### config.mk
export PLATFORM = sky130hd
export DESIGN_NAME = sdram_port_arbiter_flat
export DESIGN_NICKNAME = d
export VERILOG_FILES = /design/src/rtl/sdram_port_arbiter_if.sv /design/src/rtl/sdram_port_arbiter.sv /design/src/flat_wrapper.sv
export SDC_FILE = /design/constraint.sdc
export NUM_CORES = 1
export LEC_CHECK = 0
export ABC_AREA = 1
export CORE_MARGIN = 4
export CORE_UTILIZATION = 48
export CTS_CLUSTER_DIAMETER = 100
export DETAILED_ROUTE_END_ITERATION = 7
export HOLD_SLACK_MARGIN = 0.02
export PLACE_DENSITY = 0.76
export SKIP_CTS_REPAIR_TIMING = 1
export SLEW_MARGIN = 20
export SYNTH_ARGS = -nofsm -noshare
export SYNTH_HDL_FRONTEND = slang
export SYNTH_SLANG_ARGS = --single-unit
### constraint.sdc
create_clock -name iCLK -period 1.5 [get_ports iCLK]
set_input_delay 0.15 -clock iCLK [delete_from_list [all_inputs] [get_ports iCLK]]
set_output_delay 0.15 -clock iCLK [all_outputs]
set_load 0.05 [all_outputs]
### src/rtl/sdram_port_arbiter_if.sv
// Handshake bundle between the port FIFO level logic / SDRAM command FSM
// and the SDRAM port arbiter. The arbiter connects through the slave modport;
// the request/command side connects through the master modport.
interface sdram_port_arbiter_if #(
   parameter int NPORT = 4
);
   localparam int IDW = (NPORT > 1) ? $clog2(NPORT) : 1;

   logic [NPORT-1:0] iREQ;
   logic [NPORT-1:0] iURGENT;
   logic             iREF_REQ;
   logic             iCMD_READY;
   logic             iBURST_DONE;
   logic [NPORT-1:0] oGRANT;
   logic             oGRANT_VALID;
   logic [IDW-1:0]   oGRANT_ID;
   logic             oREF_GO;
   logic             oBUSY;
   logic             oTIMEOUT_ERR;

   modport slave (
      input  iREQ, iURGENT, iREF_REQ, iCMD_READY, iBURST_DONE,
      output oGRANT, oGRANT_VALID, oGRANT_ID, oREF_GO, oBUSY, oTIMEOUT_ERR
   );

   modport master (
      output iREQ, iURGENT, iREF_REQ, iCMD_READY, iBURST_DONE,
      input  oGRANT, oGRANT_VALID, oGRANT_ID, oREF_GO, oBUSY, oTIMEOUT_ERR
   );
endinterface

### src/rtl/sdram_port_arbiter.sv
// SDRAM port arbiter: shares one SDRAM command engine between NPORT FIFO
// ports and the refresh timer. Priority is refresh > urgent reads > plain
// round-robin; one burst grant at a time, re-arbitration after completion.
// Optional feature: define SDRAM_ARB_AGING_EN to give every port a wait
// counter that promotes a starved requester to the urgent tier.
module sdram_port_arbiter #(
   parameter int               NPORT       = 4,
   parameter logic [NPORT-1:0] RD_MASK     = 4'b1100,
   parameter int               TIMEOUT_CYC = 1024,
   parameter int               MAX_WAIT    = 8
) (
   input  logic iCLK,
   input  logic iRST_N,
   sdram_port_arbiter_if.slave bus
);
   localparam int IDW = (NPORT > 1) ? $clog2(NPORT) : 1;
   localparam int CW  = (TIMEOUT_CYC > 1) ? $clog2(TIMEOUT_CYC) : 1;

   typedef enum logic [1:0] {S_IDLE, S_GRANT, S_BURST, S_REF} state_t;

   state_t           state_q, state_d;
   logic [IDW-1:0]   ptr_q, ptr_d;
   logic [IDW-1:0]   grant_id_q, grant_id_d;
   logic [CW-1:0]    cnt_q, cnt_d;
   logic [NPORT-1:0] grant_q, grant_d;
   logic             grant_valid_q, grant_valid_d;
   logic             ref_go_q, ref_go_d;
   logic             busy_q, busy_d;
   logic             timeout_err_q, timeout_err_d;

   logic [NPORT-1:0] aged;
   logic [NPORT-1:0] urg_mask;
   logic [IDW:0]     pick_urg, pick_all;
   logic             win_found;
   logic [IDW-1:0]   win_idx;
   logic             port_win;
   logic [IDW-1:0]   ptr_next;
   logic             timed_out;

   // First set bit of m at or after position p, circularly; MSB = found.
   function automatic logic [IDW:0] rr_pick(input logic [NPORT-1:0] m,
                                            input logic [IDW-1:0] p);
      logic           found;
      logic [IDW-1:0] idx;
      int             j;
      found = 1'b0;
      idx   = '0;
      for (int k = 0; k < NPORT; k++) begin
         j = (int'(p) + k) % NPORT;
         if (!found && m[j]) begin
            found = 1'b1;
            idx   = IDW'(j);
         end
      end
      return {found, idx};
   endfunction

   // Urgent tier: read ports flagged urgent, plus ports aged past the wait limit.
   assign urg_mask  = (bus.iURGENT & RD_MASK & bus.iREQ) | (aged & bus.iREQ);
   assign pick_urg  = rr_pick(urg_mask, ptr_q);
   assign pick_all  = rr_pick(bus.iREQ, ptr_q);
   assign win_found = pick_urg[IDW] | pick_all[IDW];
   assign win_idx   = pick_urg[IDW] ? pick_urg[IDW-1:0] : pick_all[IDW-1:0];
   assign port_win  = (state_q == S_IDLE) && bus.iCMD_READY && !bus.iREF_REQ && win_found;
   assign ptr_next  = IDW'((int'(grant_id_q) + 1) % NPORT);
   assign timed_out = (cnt_q == CW'(TIMEOUT_CYC - 1));

`ifdef SDRAM_ARB_AGING_EN
   for (genvar gi = 0; gi < NPORT; gi++) begin : g_age
      logic [3:0] wait_cnt_q, wait_cnt_d;

      // Count lost arbitrations while requesting; clear on grant or request drop.
      always_comb begin
         wait_cnt_d = wait_cnt_q;
         if (!bus.iREQ[gi]) begin
            wait_cnt_d = '0;
         end else if (port_win) begin
            if (win_idx == IDW'(gi)) begin
               wait_cnt_d = '0;
            end else if (wait_cnt_q < 4'(MAX_WAIT)) begin
               wait_cnt_d = wait_cnt_q + 4'd1;
            end
         end
      end

      // Wait counter register.
      always_ff @(posedge iCLK or negedge iRST_N) begin
         if (!iRST_N) wait_cnt_q <= '0;
         else         wait_cnt_q <= wait_cnt_d;
      end

      assign aged[gi] = (wait_cnt_q >= 4'(MAX_WAIT));
   end
`else
   assign aged = '0;
`endif

   // Next-state and registered-output logic of the arbitration FSM.
   always_comb begin
      state_d       = state_q;
      ptr_d         = ptr_q;
      grant_id_d    = grant_id_q;
      cnt_d         = cnt_q;
      grant_d       = grant_q;
      grant_valid_d = 1'b0;
      ref_go_d      = 1'b0;
      busy_d        = busy_q;
      timeout_err_d = timeout_err_q;
      case (state_q)
         S_IDLE: begin
            busy_d = 1'b0;
            if (bus.iCMD_READY) begin
               if (bus.iREF_REQ) begin
                  state_d  = S_REF;
                  ref_go_d = 1'b1;
                  busy_d   = 1'b1;
                  cnt_d    = '0;
               end else if (win_found) begin
                  state_d          = S_GRANT;
                  grant_valid_d    = 1'b1;
                  grant_d          = '0;
                  grant_d[win_idx] = 1'b1;
                  grant_id_d       = win_idx;
                  busy_d           = 1'b1;
               end
            end
         end
         S_GRANT: begin
            state_d = S_BURST;
            cnt_d   = '0;
         end
         S_BURST: begin
            if (bus.iBURST_DONE || timed_out) begin
               state_d    = S_IDLE;
               grant_d    = '0;
               grant_id_d = '0;
               busy_d     = 1'b0;
               ptr_d      = ptr_next;
               if (!bus.iBURST_DONE) timeout_err_d = 1'b1;
            end else begin
               cnt_d = cnt_q + CW'(1);
            end
         end
         S_REF: begin
            if (bus.iBURST_DONE || timed_out) begin
               state_d = S_IDLE;
               busy_d  = 1'b0;
               if (!bus.iBURST_DONE) timeout_err_d = 1'b1;
            end else begin
               cnt_d = cnt_q + CW'(1);
            end
         end
         default: state_d = S_IDLE;
      endcase
   end

   // State and output registers; reset drops any grant immediately.
   always_ff @(posedge iCLK or negedge iRST_N) begin
      if (!iRST_N) begin
         state_q       <= S_IDLE;
         ptr_q         <= '0;
         grant_id_q    <= '0;
         cnt_q         <= '0;
         grant_q       <= '0;
         grant_valid_q <= 1'b0;
         ref_go_q      <= 1'b0;
         busy_q        <= 1'b0;
         timeout_err_q <= 1'b0;
      end else begin
         state_q       <= state_d;
         ptr_q         <= ptr_d;
         grant_id_q    <= grant_id_d;
         cnt_q         <= cnt_d;
         grant_q       <= grant_d;
         grant_valid_q <= grant_valid_d;
         ref_go_q      <= ref_go_d;
         busy_q        <= busy_d;
         timeout_err_q <= timeout_err_d;
      end
   end

   assign bus.oGRANT       = grant_q;
   assign bus.oGRANT_VALID = grant_valid_q;
   assign bus.oGRANT_ID    = grant_id_q;
   assign bus.oREF_GO      = ref_go_q;
   assign bus.oBUSY        = busy_q;
   assign bus.oTIMEOUT_ERR = timeout_err_q;
endmodule

### src/flat_wrapper.sv
// flat-port wrapper written by rule: the top's interface ports become plain ports
module sdram_port_arbiter_flat 
#(
   parameter int               NPORT       = 4,
   parameter logic [NPORT-1:0] RD_MASK     = 4'b1100,
   parameter int               TIMEOUT_CYC = 1024,
   parameter int               MAX_WAIT    = 8
)
  (iCLK, iRST_N, bus_iREQ, bus_iURGENT, bus_iREF_REQ, bus_iCMD_READY, bus_iBURST_DONE, bus_oGRANT, bus_oGRANT_VALID, bus_oGRANT_ID, bus_oREF_GO, bus_oBUSY, bus_oTIMEOUT_ERR);
  sdram_port_arbiter_if #(.NPORT(NPORT)) bus_i ();
  input  logic iCLK;
  input  logic iRST_N;
  input wire logic [$bits(bus_i.iREQ)-1:0] bus_iREQ;
  input wire logic [$bits(bus_i.iURGENT)-1:0] bus_iURGENT;
  input wire logic [$bits(bus_i.iREF_REQ)-1:0] bus_iREF_REQ;
  input wire logic [$bits(bus_i.iCMD_READY)-1:0] bus_iCMD_READY;
  input wire logic [$bits(bus_i.iBURST_DONE)-1:0] bus_iBURST_DONE;
  output wire logic [$bits(bus_i.oGRANT)-1:0] bus_oGRANT;
  output wire logic [$bits(bus_i.oGRANT_VALID)-1:0] bus_oGRANT_VALID;
  output wire logic [$bits(bus_i.oGRANT_ID)-1:0] bus_oGRANT_ID;
  output wire logic [$bits(bus_i.oREF_GO)-1:0] bus_oREF_GO;
  output wire logic [$bits(bus_i.oBUSY)-1:0] bus_oBUSY;
  output wire logic [$bits(bus_i.oTIMEOUT_ERR)-1:0] bus_oTIMEOUT_ERR;
  assign bus_i.iREQ = bus_iREQ;
  assign bus_i.iURGENT = bus_iURGENT;
  assign bus_i.iREF_REQ = bus_iREF_REQ;
  assign bus_i.iCMD_READY = bus_iCMD_READY;
  assign bus_i.iBURST_DONE = bus_iBURST_DONE;
  assign bus_oGRANT = bus_i.oGRANT;
  assign bus_oGRANT_VALID = bus_i.oGRANT_VALID;
  assign bus_oGRANT_ID = bus_i.oGRANT_ID;
  assign bus_oREF_GO = bus_i.oREF_GO;
  assign bus_oBUSY = bus_i.oBUSY;
  assign bus_oTIMEOUT_ERR = bus_i.oTIMEOUT_ERR;
  sdram_port_arbiter #(.NPORT(NPORT), .RD_MASK(RD_MASK), .TIMEOUT_CYC(TIMEOUT_CYC), .MAX_WAIT(MAX_WAIT)) u_core (.iCLK(iCLK), .iRST_N(iRST_N), .bus(bus_i));
endmodule
After elaboration in Yosys (flattened, before gate mapping)
Index checks and enable logic that the tools add are counted.
Storage, ports and cells
  word-level logic and storage cells: 135
  bits in registers: 24
  input bits: 13
Cells by class
  multiplexer cells: 70
  bitwise logic cells: 6
  eq/ne operators: 12
  reduce and logical (&&, ||, !) cells: 27
  $add $sub $neg: 5
  order comparisons: 6
Operators by type and width (number)
  1-bit 2-to-1 mux: 33
  2-bit 2-to-1 mux: 16
  10-bit 2-to-1 mux: 3
  10-bit one-hot mux with 3 select lines: 1
  1-bit binary-select mux with 2-bit select: 8
  4-bit 2-to-1 mux: 4
  3-bit by 4-bit < comparator with 1-bit output (second input constant): 3
  10-bit by 1-bit adder with 10-bit output (second input constant): 1
  10-bit equality test (second input constant): 1
  3-bit AND reduction: 3
  2-bit != test (second input constant): 4
  4-bit one-hot mux with 2 select lines: 1
  2-bit OR reduction: 4
  1-bit logical AND: 7
  1-bit logical NOT: 6
  2-bit by 3-bit < comparator with 1-bit output (second input constant): 2
  2-bit by 1-bit != test with 1-bit output (second input constant): 3
  2-bit one-hot mux with 3 select lines: 1
  5-bit AND reduction: 1
  2-bit by 1-bit adder with 2-bit output (second input constant): 2
  2-bit adder (second input constant): 2
  4-bit bitwise AND: 1
  2-bit equality test (second input constant): 2
  2-bit one-hot mux with 2 select lines: 1
  other kinds (12): 16

Depth between registers and ports, before layout
  word-level depth: 23
  depth in mapped cells: 15
  depth with buffers taken out: 14

Worst setup path after synthesis
No wires, ideal clock.
  path type: flip-flop to flip-flop
  from: register u_core.cnt_q[0]
  to: register u_core.grant_q[0], in the netlist u_core.bus.oGRANT[0]
  library setup time: 124 ps
  cell stages (with the launch flop): 13
  data required time: 1376 ps
  arrival: 1454 ps
  path slack: -78 ps
  clock period less this slack: 1578 ps
  path through: dfrtp_1 > ha_1 > nand2_2 > nor2_4 > nand2_1 > nor2_2 > nand2_2 > nand2_1 > nand2_2 > nor2_4 > o22ai_4 > nand2_1 > o21ai_1
Between the ends
  cells in the longest elaborated chain, start to end: 4
Ends and longest elaborated chain
  start, declared: RTL line sdram_port_arbiter.sv:24  | logic [CW-1:0] cnt_q, cnt_d;
  start signal, assigned: RTL line sdram_port_arbiter.sv:173  | cnt_q <= cnt_d;
  10-bit equality test: RTL line sdram_port_arbiter.sv:66  | assign timed_out = (cnt_q == CW'(TIMEOUT_CYC - 1));
  1-bit logical OR: RTL line sdram_port_arbiter.sv:133  | if (bus.iBURST_DONE || timed_out) begin
  2-bit by 1-bit != test with 1-bit output (no line)
  5-bit AND reduction (no line)
  end signal, assigned: RTL line sdram_port_arbiter.sv:174  | grant_q <= grant_d;
  end, declared: RTL line sdram_port_arbiter.sv:25  | logic [NPORT-1:0] grant_q, grant_d;
No other way between the ends.
A chain may end at the register's enable or synchronous reset.

Worst setup path in the final report
  from: register u_core.cnt_q[0]
  to: register u_core.cnt_q[8]
Between the ends
  cells in the longest elaborated chain, start to end: 4
  elaborated cells between the ends (all ways): 7
  those cells by class: 1 x add/sub; 2 x eq/ne; 2 x mux; 2 x reduce/logical
Ends and longest elaborated chain
  branches (longest 4 deep; another with 10-bit by 1-bit adder with 10-bit output)
Parallel ways; which one is timed is not known. The select of a mux whose other input is x is not followed.

==> flow_metrics.py <==
metrics = {
    "outcome": {
        "status": "complete, but fails checks",
        "failing_checks": "negative setup slack",
    },
    "timing": {
        "worst-slew-pin-transition_ns": 0.347,
        "relSlewSlack": 0.767,
        "layout_min_cycle_time_ns": 1.64,
        "setup_violations": 20,
        "worst_hold_slack_ns": 0.183,
        "report.final.slew_viol_count": 0,
        "final_hold_viol_count": 0,
        "finalWorstSetupSlack_ns": -0.137,
        "achievable-frequency_mhz": 611,
        "timing.final.crit_share": 1.09,
        "grt_setup_unrepaired": "true",
        "finClkSkew_ns": 0.00166,
    },
    "detailed_routing": {
        "drt-vias-per-instance": 4.86,
        "detailedRoute.firstPassIterationCount": 4,
        "post_drt_wl_per_cell_um": 11.5,
        "drtAntennaViolNets": 0,
        "drt-total-wl_um": 3330,
        "routed-via-count": 1415,
        "drt_iter0_drc": 81,
        "post-route-drc-count": 0,
    },
    "power_and_ir_drop": {
        "cellLeakagePower_nw": 1.01,
        "pwr-share-seq": 0.280,
        "sw_frac_of_total": 0.501,
        "share_clk_of_total_power": 0.093,
        "pwr-share-comb": 0.627,
        "power.net_switching_mw": 1.83,
        "internal-power_mw": 1.82,
        "cellPowerDensity_nw_per_um2": 1820,
        "ir_drop_mv": 1.12,
        "power.total_mw": 3.65,
    },
    "cells_and_area": {
        "drive_gt1_frac": 0.348,
        "finalNetCount": 262,
        "area_delta_synth_final_pct": 33.5,
        "final_area_sq_um": 2010,
        "post-route-util": 0.662,
        "filler_cell_count": 278,
        "inserted_diodes": 0,
    },
    "critical_path": {
        "regToRegSetupSlack_ns": -0.14,
        "timing.rr.start": "u_core.cnt_q[0]$_DFFE_PN0P_",
        "crit_required_ns": 1.71,
        "reg2regPathDepth": 11,
        "worstReg2RegEnd": "u_core.cnt_q[8]$_DFFE_PN0P_",
        "crit_path_end_kind": "flop",
        "worstPathMaxFanout": 9,
        "worstSetupStartpointType": "flop",
        "critPathKind": "flop to flop",
        "timing.critical_path.arrival_ns": 1.85,
    },
    "floorplan": {
        "top_level_ports": 23,
        "die_y_um": 64.0,
        "fp-row-count": 20,
        "die-area_sq_um": 4090,
        "core-area_sq_um": 3030,
        "floorplan.initialDensity": 0.496,
        "die_extent_in_x_um": 64.0,
    },
    "yosys": {
        "ys.warnings.count": 0,
        "synth_ff_type": "dfrtp_1",
        "number_of_register_bits_inferred_by_synthesis": 24,
        "synthArstFlopShare": 1.00,
        "postSynthAreaPerCell_sq_um": 7.59,
        "post_syn_nets": 212,
        "post-synth-top-area-cell": "dfrtp_1",
        "synthCells": 198,
        "synth.top_cell.area_share": 0.400,
        "synth.top_cells.by_area": "dfrtp_1, nand2_1, inv_1",
        "ys_types": 32,
        "number_of_synthesized_flops_with_an_enable_pin": 0,
        "seq_area_frac_synth": 0.400,
        "area_of_the_mapped_netlist_sq_um": 1500,
    },
    "clock_network": {
        "tritoncts": "done",
        "cts.clk_slew.worst_paths_ns": 0.13,
        "clk-insertion-delay-late_ns": 0.31,
        "cts_inserted_buffers": 3,
        "cts-root-buf": "clkbuf_4",
        "cts.sinks": 24,
        "clk_path_buf_depth": 2,
        "h-tree-depth": 1,
    },
    "placed_design": {
        "port_buffers": 20,
        "placement.setup.worst_slack_ns": -0.230,
        "hpwl_um": 2520,
        "placedInstanceArea_sq_um": 1870,
        "finalWeightedCongestion": 0.864,
    },
    "global_routing": {
        "grt.overflow.total": 0,
        "first_global_vias": 1364,
        "initial_antenna_violation_count": 0,
        "groute.usage.overall": 0.175,
        "grt_first_pass_wirelength_um": 5770,
        "grt_max_degree": 25,
    },
    "flow_run": {
        "max-cap-violations": 0,
    },
    "min_path": {
        "worstHoldPathType": "input pin to asynchronous set/reset pin",
    },
}
## power groups by stage
stage / logic [mW] / clock network [mW] / registers [mW]
finish: 2.29 / 0.341 / 1.02
global placement: 2.12 / 0 / 1.03
global route: 2.54 / 0.382 / 1.05
CTS: 2.15 / 0.351 / 1.02
floorplan: 1.26 / 0 / 1.29
detailed placement: 2.14 / 0 / 1.03
## state kept, by name, indices dropped and copies added (netlist names)
signal and count:
u_core.bus.oGRANT_ID 2, u_core.bus.oTIMEOUT_ERR 1, u_core.bus.oGRANT_VALID 1, u_core.ptr_q 2, u_core.bus.oGRANT 4, u_core.state_q 2, u_core.bus.oREF_GO 1, u_core.bus.oBUSY 1
u_core.cnt_q 10
## cell type report
cell class / instances / area, sq um / area share
multi-input cells: 143 / 813 / 0.405
flip-flops and latches: 24 / 602 / 0.300
well taps: 44 / 55.1 / 0.0274
clock buffers: 4 / 36.3 / 0.0181
inverters: 29 / 114 / 0.0568
repair buffers: 47 / 385 / 0.192
## cells in the final DEF, fill, tap and decap left out, types with 2 or more instances in the layout
| cell | Yosys | routed |
|---|---|---|
| nand3_2 | 2 | 2 |
| buf_4 | 0 | 35 |
| nand3_4 | 1 | 2 |
| xor2_1 | 2 | 2 |
| clkdlybuf4s50_1 | 0 | 10 |
| nand2_1 | 61 | 55 |
| inv_2 | 8 | 8 |
| a21oi_2 | 2 | 3 |
| nand3_1 | 15 | 14 |
| nor3_2 | 2 | 2 |
| dfrtp_1 | 24 | 23 |
| a21oi_1 | 6 | 5 |
| o21ai_1 | 6 | 7 |
| buf_6 | 1 | 2 |
| clkbuf_4 | 0 | 3 |
| inv_1 | 20 | 20 |
| nand2_2 | 8 | 13 |
| nor2_1 | 8 | 7 |
| nor2_4 | 3 | 4 |
| nor2_2 | 3 | 3 |
| nand2_4 | 1 | 2 |
| a31oi_1 | 2 | 2 |
| nor3_1 | 5 | 5 |
| o21ai_0 | 6 | 5 |
## worst max-delay path: stages, from the launching register on
cell	delay (ns)
dfrtp_1	0.38
ha_2	0.20
nand2_2	0.07
nor2_4	0.10
nand2_2	0.07
nor2_4	0.10
nand2_2	0.08
nand3_2	0.10
nand2_4	0.11
buf_4	0.16
a21oi_1	0.12
nor2_1	0.06
## synth_stat cells, types with 3 or more instances
master,count
nor3_1,5
inv_2,8
inv_1,20
nand2_1,61
a21oi_1,6
o21ai_0,6
nand2_2,8
nand3_1,15
o21ai_1,6
dfrtp_1,24
nor2_4,3
nor2_1,8
nor2_2,3
## logic make-up after synthesis
family	share of synthesized area
buffers and inverters	0.0933
AO/OA/AOI/OAI	0.121
adder cells (fa/ha/maj)	0.00833
flip-flops	0.400
AND/OR/NAND/NOR	0.366
XOR/XNOR	0.0117
## how the worst max path moves through the flow
stage	endpoint	start
6_report	u_core.cnt_q[8]$_DFFE_PN0P_	u_core.cnt_q[0]$_DFFE_PN0P_
5_1_grt	u_core.bus.oGRANT_ID[0]$_DFFE_PN0P_	u_core.ptr_q[0]$_DFFE_PN0P_
4_1_cts	u_core.state_q[0]$_DFFE_PN0P_	u_core.ptr_q[0]$_DFFE_PN0P_
3_5_place_dp	u_core.state_q[0]$_DFFE_PN0P_	bus_iREQ[3]
3_3_place_gp	u_core.state_q[0]$_DFFE_PN0P_	bus_iREQ[3]
2_1_floorplan	u_core.bus.oGRANT[0]$_DFFE_PN0P_	u_core.cnt_q[0]$_DFFE_PN0P_
## stage by stage
step           instances  setup TNS, ns
2_1_floorplan        198         -0.659
3_3_place_gp         282          -1.75
3_5_place_dp         282          -2.33
4_1_cts              286          -2.66
5_1_grt              291          -4.94
6_report             291          -1.77
## per-layer routing
layer / track usage / routed length (um)
met1: 0.206 / 1410
met2: 0.320 / 1800
met3: 0.0246 / 84
met4: 0.0647 / 39
met5: 0 / 0
Note: power is estimated with default switching activity, not from simulation.
